===== config.mk =====
export PLATFORM = sky130hd
export DESIGN_NAME = tdd_sync_gen
export DESIGN_NICKNAME = d
export VERILOG_FILES = /design/src/rtl/tdd_sync_pkg.sv /design/src/rtl/tdd_sync_edge_det.sv /design/src/rtl/tdd_sync_gen.sv
export SDC_FILE = /design/constraint.sdc
export NUM_CORES = 1
export LEC_CHECK = 0
export CAP_MARGIN = 0
export CORE_MARGIN = 4
export CORE_UTILIZATION = 40
export DETAILED_ROUTE_END_ITERATION = 7
export GPL_ROUTABILITY_DRIVEN = 0
export PLACE_DENSITY = 0.6
export SLEW_MARGIN = 20
export SYNTH_ARGS = -nofsm -noshare
export SYNTH_HDL_FRONTEND = slang
export SYNTH_SLANG_ARGS = --single-unit

===== constraint.sdc =====
create_clock -name clk -period 3.94 [get_ports clk]
set_input_delay 1.182 -clock clk [delete_from_list [all_inputs] [get_ports clk]]
set_output_delay 1.182 -clock clk [all_outputs]
set_load 0.02 [all_outputs]

===== src/rtl/tdd_sync_pkg.sv =====
`default_nettype none
// ============================================================================
//  Module      : tdd_sync_pkg
//  Description : Shared types and defaults for the TDD sync pulse generator:
//                FSM state encoding, default counter widths and the
//                start-rejection reason code.
//  Revision    : 1.0  initial release
// ============================================================================
package tdd_sync_pkg;

    // Default widths for the delay/period/pulse counters and the frame counter
    localparam int unsigned CNT_W_DEF   = 32;
    localparam int unsigned FRAME_W_DEF = 16;

    // Generator FSM states
    typedef enum logic [1:0] {
        S_IDLE  = 2'd0,
        S_DELAY = 2'd1,
        S_PULSE = 2'd2,
        S_GAP   = 2'd3
    } state_e;

    // Reason a start request was refused; kept encoded so a status register
    // can expose it later without changing the check logic.
    typedef enum logic [1:0] {
        REJ_NONE         = 2'd0,
        REJ_PW_ZERO      = 2'd1,
        REJ_PERIOD_ZERO  = 2'd2,
        REJ_PERIOD_LE_PW = 2'd3
    } rej_e;

endpackage : tdd_sync_pkg
`default_nettype wire


===== src/rtl/tdd_sync_edge_det.sv =====
`default_nettype none
// ============================================================================
//  Module      : tdd_sync_edge_det
//  Description : Multi-flop synchronizer for an asynchronous level followed
//                by a rising-edge detector producing a one-cycle pulse.
//                Shared with the receiver-side sync logic.
//  Revision    : 1.0  initial release
// ============================================================================
module tdd_sync_edge_det #(
    parameter int unsigned SYNC_DEPTH = 2
) (
    input  logic clk,
    input  logic rstn,
    input  logic async_in,
    output logic rise_pulse
);

    logic [SYNC_DEPTH-1:0] sync_q, sync_d;
    logic                  prev_q, prev_d;

    generate
        if (SYNC_DEPTH > 1) begin : g_chain
            // Shift the asynchronous level through the synchronizer chain
            always_comb sync_d = {sync_q[SYNC_DEPTH-2:0], async_in};
        end else begin : g_single
            // Degenerate single-flop capture
            always_comb sync_d = async_in;
        end
    endgenerate

    // Delayed copy of the synchronized level for edge detection
    always_comb prev_d = sync_q[SYNC_DEPTH-1];

    // Synchronizer and edge-history registers
    always_ff @(posedge clk) begin
        if (!rstn) begin
            sync_q <= '0;
            prev_q <= 1'b0;
        end else begin
            sync_q <= sync_d;
            prev_q <= prev_d;
        end
    end

    assign rise_pulse = sync_q[SYNC_DEPTH-1] & ~prev_q;

endmodule : tdd_sync_edge_det
`default_nettype wire


===== src/rtl/tdd_sync_gen.sv =====
`default_nettype none
// ============================================================================
//  Module      : tdd_sync_gen
//  Description : Master-side TDD sync pulse generator. Emits a train of
//                sync pulses (start delay, pulse width, period, frame count)
//                with busy/done/cfg_err status and a frame counter.
//                Optional build macro TDD_SYNC_GEN_EXT_ALIGN_EN adds an
//                ext_trig input; the start delay is then counted from a
//                synchronized rising edge of ext_trig instead of the start.
//  Revision    : 1.0  initial release
// ============================================================================
module tdd_sync_gen
    import tdd_sync_pkg::*;
#(
    parameter int unsigned CNT_W   = CNT_W_DEF,
    parameter int unsigned FRAME_W = FRAME_W_DEF
) (
    input  logic               clk,
    input  logic               rstn,
    input  logic               enable,
    input  logic               start,
    input  logic [CNT_W-1:0]   start_delay,
    input  logic [CNT_W-1:0]   period,
    input  logic [CNT_W-1:0]   pulse_width,
    input  logic [FRAME_W-1:0] num_frames,
`ifdef TDD_SYNC_GEN_EXT_ALIGN_EN
    input  logic               ext_trig,
`endif
    output logic               sync_out,
    output logic               busy,
    output logic               done,
    output logic               cfg_err,
    output logic [FRAME_W-1:0] frame_cnt
);

    localparam logic [CNT_W-1:0]   CNT_ONE   = CNT_W'(1);
    localparam logic [FRAME_W-1:0] FRAME_ONE = FRAME_W'(1);

    state_e               state_q, state_d;
    logic [CNT_W-1:0]     cnt_q, cnt_d;
    logic [CNT_W-1:0]     sh_delay_m1_q, sh_delay_m1_d;
    logic [CNT_W-1:0]     sh_pw_m1_q, sh_pw_m1_d;
    logic [CNT_W-1:0]     sh_gap_m1_q, sh_gap_m1_d;
    logic [FRAME_W-1:0]   sh_frames_q, sh_frames_d;
    logic [FRAME_W-1:0]   frame_cnt_q, frame_cnt_d;
    logic                 sync_out_q, sync_out_d;
    logic                 busy_q, busy_d;
    logic                 done_q, done_d;
    logic                 cfg_err_q, cfg_err_d;
    rej_e                 rej;
    logic                 last_frame;

`ifdef TDD_SYNC_GEN_EXT_ALIGN_EN
    logic                 armed_q, armed_d;
    logic                 sh_delay_zero_q, sh_delay_zero_d;
    logic                 trig_rise;

    tdd_sync_edge_det #(
        .SYNC_DEPTH (2)
    ) u_trig_edge (
        .clk        (clk),
        .rstn       (rstn),
        .async_in   (ext_trig),
        .rise_pulse (trig_rise)
    );
`endif

    // Classify the live configuration inputs for a start request
    always_comb begin
        if (pulse_width == '0) begin
            rej = REJ_PW_ZERO;
        end else if (period == '0) begin
            rej = REJ_PERIOD_ZERO;
        end else if (period <= pulse_width) begin
            rej = REJ_PERIOD_LE_PW;
        end else begin
            rej = REJ_NONE;
        end
    end

    // The pulse just counted is the final one of a finite run
    assign last_frame = (sh_frames_q != '0) && (frame_cnt_q == sh_frames_q);

    // Next-state, counter and status-strobe logic
    always_comb begin
        state_d       = state_q;
        cnt_d         = cnt_q;
        sh_delay_m1_d = sh_delay_m1_q;
        sh_pw_m1_d    = sh_pw_m1_q;
        sh_gap_m1_d   = sh_gap_m1_q;
        sh_frames_d   = sh_frames_q;
        frame_cnt_d   = frame_cnt_q;
        done_d        = 1'b0;
        cfg_err_d     = 1'b0;
`ifdef TDD_SYNC_GEN_EXT_ALIGN_EN
        armed_d         = armed_q;
        sh_delay_zero_d = sh_delay_zero_q;
`endif

        if (!enable) begin
            // Abort wins over everything, frame count is kept for software
            state_d = S_IDLE;
            cnt_d   = '0;
`ifdef TDD_SYNC_GEN_EXT_ALIGN_EN
            armed_d = 1'b0;
`endif
        end else begin
            case (state_q)
                S_IDLE: begin
                    if (start) begin
                        if (rej != REJ_NONE) begin
                            cfg_err_d = 1'b1;
                        end else begin
                            // Shadow the config as "length minus one" so the
                            // counters compare directly against terminal values
                            sh_delay_m1_d = start_delay - CNT_ONE;
                            sh_pw_m1_d    = pulse_width - CNT_ONE;
                            sh_gap_m1_d   = period - pulse_width - CNT_ONE;
                            sh_frames_d   = num_frames;
                            cnt_d         = '0;
                            frame_cnt_d   = '0;
`ifdef TDD_SYNC_GEN_EXT_ALIGN_EN
                            sh_delay_zero_d = (start_delay == '0);
                            armed_d         = 1'b0;
                            state_d         = S_DELAY;
`else
                            if (start_delay == '0) begin
                                state_d     = S_PULSE;
                                frame_cnt_d = FRAME_ONE;
                            end else begin
                                state_d     = S_DELAY;
                            end
`endif
                        end
                    end
                end

                S_DELAY: begin
`ifdef TDD_SYNC_GEN_EXT_ALIGN_EN
                    if (!armed_q) begin
                        // Waiting for the external alignment edge
                        if (trig_rise) begin
                            armed_d = 1'b1;
                            cnt_d   = '0;
                            if (sh_delay_zero_q) begin
                                state_d     = S_PULSE;
                                frame_cnt_d = frame_cnt_q + FRAME_ONE;
                            end
                        end
                    end else
`endif
                    if (cnt_q == sh_delay_m1_q) begin
                        state_d     = S_PULSE;
                        cnt_d       = '0;
                        frame_cnt_d = frame_cnt_q + FRAME_ONE;
                    end else begin
                        cnt_d = cnt_q + CNT_ONE;
                    end
                end

                S_PULSE: begin
                    if (cnt_q == sh_pw_m1_q) begin
                        cnt_d = '0;
                        if (last_frame) begin
                            state_d = S_IDLE;
                            done_d  = 1'b1;
                        end else begin
                            state_d = S_GAP;
                        end
                    end else begin
                        cnt_d = cnt_q + CNT_ONE;
                    end
                end

                S_GAP: begin
                    if (cnt_q == sh_gap_m1_q) begin
                        state_d     = S_PULSE;
                        cnt_d       = '0;
                        frame_cnt_d = frame_cnt_q + FRAME_ONE;
                    end else begin
                        cnt_d = cnt_q + CNT_ONE;
                    end
                end

                default: begin
                    state_d = S_IDLE;
                    cnt_d   = '0;
                end
            endcase
        end

        // Outputs are registered copies of the upcoming state
        sync_out_d = (state_d == S_PULSE);
        busy_d     = (state_d != S_IDLE);
    end

    // State, counter, shadow and output registers
    always_ff @(posedge clk) begin
        if (!rstn) begin
            state_q       <= S_IDLE;
            cnt_q         <= '0;
            sh_delay_m1_q <= '0;
            sh_pw_m1_q    <= '0;
            sh_gap_m1_q   <= '0;
            sh_frames_q   <= '0;
            frame_cnt_q   <= '0;
            sync_out_q    <= 1'b0;
            busy_q        <= 1'b0;
            done_q        <= 1'b0;
            cfg_err_q     <= 1'b0;
        end else begin
            state_q       <= state_d;
            cnt_q         <= cnt_d;
            sh_delay_m1_q <= sh_delay_m1_d;
            sh_pw_m1_q    <= sh_pw_m1_d;
            sh_gap_m1_q   <= sh_gap_m1_d;
            sh_frames_q   <= sh_frames_d;
            frame_cnt_q   <= frame_cnt_d;
            sync_out_q    <= sync_out_d;
            busy_q        <= busy_d;
            done_q        <= done_d;
            cfg_err_q     <= cfg_err_d;
        end
    end

`ifdef TDD_SYNC_GEN_EXT_ALIGN_EN
    // External-alignment bookkeeping registers
    always_ff @(posedge clk) begin
        if (!rstn) begin
            armed_q         <= 1'b0;
            sh_delay_zero_q <= 1'b0;
        end else begin
            armed_q         <= armed_d;
            sh_delay_zero_q <= sh_delay_zero_d;
        end
    end
`endif

    assign sync_out  = sync_out_q;
    assign busy      = busy_q;
    assign done      = done_q;
    assign cfg_err   = cfg_err_q;
    assign frame_cnt = frame_cnt_q;

endmodule : tdd_sync_gen
`default_nettype wire

# --- Word-level counts from Yosys, hierarchy flattened ---
# Index checks and enable logic that the tools add are counted.
# W data, S select, Z words.
totals:
  regBits: 166
  elab_cells: 72
op_classes:
  add_sub_neg: 6
  order_cmp: 1
  n_eq_ne: 12
  muxes: 26
  bitwise: 1
  reduce_logical: 15
op_table:
  columns: ["operator", "n"]
  rows:
  - ["$mux W32", 5]
  - ["$pmux W32 S4", 1]
  - ["$eq A32 B32 Y1", 3]
  - ["$logic_not A32 Y1", 3]
  - ["$sub A32 B1 Y32 const B", 3]
  - ["$mux W16", 4]
  - ["$pmux W16 S3", 1]
  - ["$add A32 B1 Y32 const B", 1]
  - ["$le A32 B32 Y1", 1]
  - ["$sub A32 B32 Y32", 1]
  - ["$mux W2", 11]
  - ["$add A16 B1 Y16 const B", 1]
  - ["$eq A16 B16 Y1", 1]
  - ["$reduce_bool A16 Y1", 1]
  - ["$reduce_and A4 Y1", 3]
  - ["$ne A2 B2 Y1 const B", 4]
  - ["$pmux W2 S4", 1]
  - ["$eq A2 B2 Y1 const B", 3]
  - ["$reduce_and A6 Y1", 1]
  - ["$reduce_and A2 Y1", 2]
  - ["$reduce_bool A2 Y1", 2]
  - ["$mux W1", 3]
  - ["$reduce_bool A3 Y1", 1]
  - ["$eq A2 B1 Y1 const B", 1]
  - ["3 further kinds", 3]

# --- Logic depth before layout (Yosys ltp) ---
logic_depth:
  depth_word: 10
  ltp_mapped: 14
  depth_no_buf: 12

# --- Worst setup path before layout ---
# No wires, ideal clock.
synth_timing:
  kind: "in2reg"
  start: "input pulse_width[29]"
  end: "register frame_cnt_q[13] (netlist: frame_cnt[13])"
  t_arrival_ps: 3836
  t_required_ps: 3881
  setup_slack_ps: 45
  cell_stages: 12
  cell_sequence: "inv_1 -> ha_1 -> buf_4 -> nand4_1 -> or4_4 -> a311oi_2 -> o21a_4 -> o211ai_2 -> or3_1 -> buf_2 -> or4_1 -> nand2_1"
synth_via:
  elab_chain_len: 7
  elab_cells_between_ends: 8
  cone_classes: "order compare: 1; eq/ne: 1; mux: 3; reduce/logical: 3"
synth_lines:
  columns: ["element", "line", "text"]
  rows:
  - ["start: declaration", "tdd_sync_gen.sv:24", "input logic [CNT_W-1:0] pulse_width,"]
  - ["$le A32 B32 Y1", "tdd_sync_gen.sv:74", "end else if (period <= pulse_width) begin"]
  - ["$mux W2", "tdd_sync_gen.sv:74", null]
  - ["$mux W2", "tdd_sync_gen.sv:72", "end else if (period == '0) begin"]
  - ["$mux W2 (*)", "tdd_sync_gen.sv:70", "if (pulse_width == '0) begin"]
  - ["$reduce_bool A2 Y1 (*)", "tdd_sync_gen.sv:111", "if (rej != REJ_NONE) begin"]
  - ["$ne A2 B2 Y1 (no source line) (*)", null, null]
  - ["$reduce_and A6 Y1 (no source line) (*)", null, null]
  - ["end signal: assignment", "tdd_sync_gen.sv:218", "frame_cnt_q <= frame_cnt_d;"]
  - ["end: declaration", "tdd_sync_gen.sv:45", "logic [FRAME_W-1:0] frame_cnt_q, frame_cnt_d;"]
# Mark *: on every way between the ends. The rest lies on a longest branch, timed or not.
# A chain may end at the register's enable or synchronous reset.

# --- Worst setup path after layout ---
layout_timing:
  start: "input period[26]"
  end: "register sh_gap_m1_q[28]"
layout_via:
  elab_chain_len: 7
  elab_cells_between_ends: 10
  cone_classes: "add/sub: 2; order compare: 1; mux: 3; bitwise: 1; reduce/logical: 3"
layout_lines:
  columns: ["element", "line", "text"]
  rows:
  - ["start: declaration", "tdd_sync_gen.sv:23", "input logic [CNT_W-1:0] period,"]
  - ["branches (longest 7 deep; another with $sub A32 B32 Y32)", null, null]
  - ["end signal: assignment", "tdd_sync_gen.sv:216", "sh_gap_m1_q <= sh_gap_m1_d;"]
  - ["end: declaration", "tdd_sync_gen.sv:43", "logic [CNT_W-1:0] sh_gap_m1_q, sh_gap_m1_d;"]
# Several ways; the timed one is not identified.

==> reports/qor.yml <==
ys_async_sr_fraction_pct: 0
syn_area_um2: 10950
cts_tree: "built"
ant_nets: 0
finalPower_w: 0.004687
placed_area_um2: 14200
multi_input_area_um2: 7422
drv_slew: 0
cts_made_buffers: 17
rows: 60
final_hold_viol_count: 0
r2r_setup_slack_ns: 0.95
drv_cap: 0
cp-start-kind: "primary input"
finClkSkew_ns: 0.01704
grt_use_total_pct: 24.44
fin_util_pct: 56.97
final_common_cell: "buf_4"
slew_headroom_pct: 37.30
die_area_um2: 30090
core_um2: 26950
clk_latency_ns: 0.44
syn2layout_area_growth_pct: 40.22
nets: 1866
dr.pass1.iters: 5
arrival_ns: 4.25
drc: 0
die_y_um: 173.5
vias: 11590
die_w_um: 173.5
synth_edf_count: 0
antenna_found_initial: 0
dp_hpwl_mm: 30.31
r2r-start: "cnt_q[29]"
r2r-end: "frame_cnt[11]"
tightest_slew_ns: 0.9383
yosysWarnings: 0
dr.first_iter.drc_count: 974
min_to: "sh_gap_m1_q[22]"
grt_pass1_wl_mm: 59.40
ios: 136
outcome: "complete, no violations"
cts.clk_slew.worst_paths_ns: 0.07
ys_ff_latch: 166
io_buffers: 135
synth_flop_cell: "dfxtp_1"
cp.required_ns: 4.31
cts.htree.levels: 4
wirelength_mm: 38.44
synth.distinct_cells: 69
clock_sinks: 166
wl_per_cell_um: 18.60
total_leakage_power_nw: 6.312
cts.path.max_buffers: 2
crit_start: "period[26]"
ys_seq_area_share_pct: 30.35
min_period_over_period_pct: 98.39
hp-class: "reg2reg"
p_per_area_nw_per_um2: 305.2
layout_common_cells: "buf_4, dfxtp_1, nor2_1"
seqCellArea_um2: 3323
end_kind: "flip-flop"
synth_area_per_cell_um2: 7.772
postSynthCellCount: 1409
start_util_pct: 40.63
final_layout_size_suffix_gt1_share_pct: 20.87
fmax_mhz: 258.0
vias_per_cell: 5.612
final_area_um2: 15350
synth_nets: 1563
worst-setup-path-type: "in2reg"
clockRootBuffer: "clkbuf_16"
irDropWorstVdd_mv: 0.3153
r2r_cells: 9
grt_max_degree: 48
grt_pass1_vias: 10910
crit_fanout: 6
num_antenna_cells: 0
setup_violations: 0
hold_depth: 2
timing.final.crit_period_ns: 3.876
fillers: 2453
min_from: "sh_gap_m1_q[22]"
grt_overflow_total: 0
cts_hold_buf: 0
==> per-stage QoR <==
step	hold slack (ns)	std cells	worst slack [ns]	setup TNS [ns]
floorplan	0.4436	1409	0.04477	0
global placement	0.4569	2024	-0.5717	-75.03
detailed placement	0.4636	2024	-0.6011	-78.08
CTS	0.4697	2058	0.006758	0
global route	0.4903	2066	-0.01706	-0.01706
finish	0.4675	2066	0.06355	0
==> cells in the mapped netlist (all sizes together) (6+ instances only) <==
| master | number | share of area [%] |
|---|---|---|
| a21oi | 96 | 4.4 |
| a31oi | 7 | 0.40 |
| and3 | 7 | 0.40 |
| nand2b | 8 | 0.46 |
| nand4b | 8 | 0.64 |
| nand3b | 17 | 1.2 |
| nor2b | 10 | 0.57 |
| inv | 50 | 1.7 |
| nand3 | 36 | 1.6 |
| or4 | 14 | 1.0 |
| dfxtp | 166 | 30 |
| or3 | 12 | 0.73 |
| o211ai | 8 | 0.59 |
| a21o | 28 | 1.9 |
| a211oi | 65 | 4.5 |
| ha | 37 | 4.2 |
| buf | 17 | 0.75 |
| o21ai | 40 | 1.9 |
| xnor2 | 110 | 8.8 |
| o31ai | 6 | 0.41 |
| a311oi | 10 | 0.86 |
| o21a | 10 | 0.75 |
| nor3 | 46 | 2.2 |
| nand2 | 134 | 4.6 |
| nor4 | 55 | 3.3 |
| a22oi | 10 | 0.69 |
| xor2 | 82 | 6.6 |
| nor2 | 142 | 4.9 |
| nand4 | 40 | 2.3 |
| clkbuf | 87 | 3.0 |
==> worst max-delay path, cell delays in order <==
cell             delay, ns
clkdlybuf4s50_1       0.50
ha_4                  0.33
nand4_4               0.12
or4_4                 0.49
a311oi_2              0.28
o21a_4                0.24
o21ai_4               0.08
buf_6                 0.15
buf_4                 0.13
or3_1                 0.29
or3_1                 0.36
nand4_1               0.08
==> metal layers <==
| layer | GRT usage, % | part of all wire (%) | up-vias |
|---|---|---|---|
| met5 | 0 | 0 | - |
| met4 | 8.048 | 2.9 | 0 |
| met3 | 3.010 | 5.4 | 68 |
| met2 | 40.20 | 47 | 366 |
| met1 | 33.37 | 45 | 5527 |
| li1 | - | - | 5633 |
==> kinds of logic (layout without fill, tap and decap cells) <==
kind of cell    Yosys count  count (layout)  share of synthesized area [%]
mux                       5               5                         0.4571
simple gates            546             547                          25.34
flops                   166             166                          30.35
buf+inv                 154             468                          5.450
xor+xnor                192             192                          15.36
fa+ha+maj                38              38                          4.410
compound gates          308             309                          18.64
==> cell type report <==
class,instances,area share [%]
Multi-Input combinational cell,1091,48.34
Inverter,50,1.230
Tap cell,341,2.779
Timing Repair Buffer,386,22.08
Sequential cell,166,21.64
Clock inverter,15,1.157
Clock buffer,17,2.771
==> flip-flops by register name (all words and copies together), names as in the netlist <==
signal,cells
sh_pw_m1_q,32
sh_delay_m1_q,32
cnt_q,32
done,1
frame_cnt,16
cfg_err,1
sh_gap_m1_q,32
sh_frames_q,16
sync_out,1
state_q,2
busy,1
==> where the power goes <==
| part | leakage (nW) | internal [W] | total [W] | switching [W] |
|---|---|---|---|---|
| registers | 1.35 | 0.00174 | 0.00181 | 0.0000668 |
| logic | 4.67 | 0.000591 | 0.00119 | 0.000601 |
| clock network | 0.296 | 0.000860 | 0.00168 | 0.000823 |
==> timing repair <==
action / 4_1_cts / 5_1_grt
endpoints found under the setup margin: 127 / 136
pin swaps: 5 / 17
buffers inserted: 0 / 7
gates resized for setup: 17 / 80
cloned: 2 / 1
==> worst max path at each step <==
stage,endpoint,slack (ns),cells past startpoint
after global routing,sh_gap_m1_q[28],-0.02,12
after global placement,cnt_q[15],-0.57,13
after CTS,sh_gap_m1_q[22],0.007,12
after detailed placement,frame_cnt[11],-0.60,11
final,sh_gap_m1_q[28],0.06,12
after floorplan,frame_cnt[13],0.04,12
Note: power is estimated with default switching activity, not from simulation.
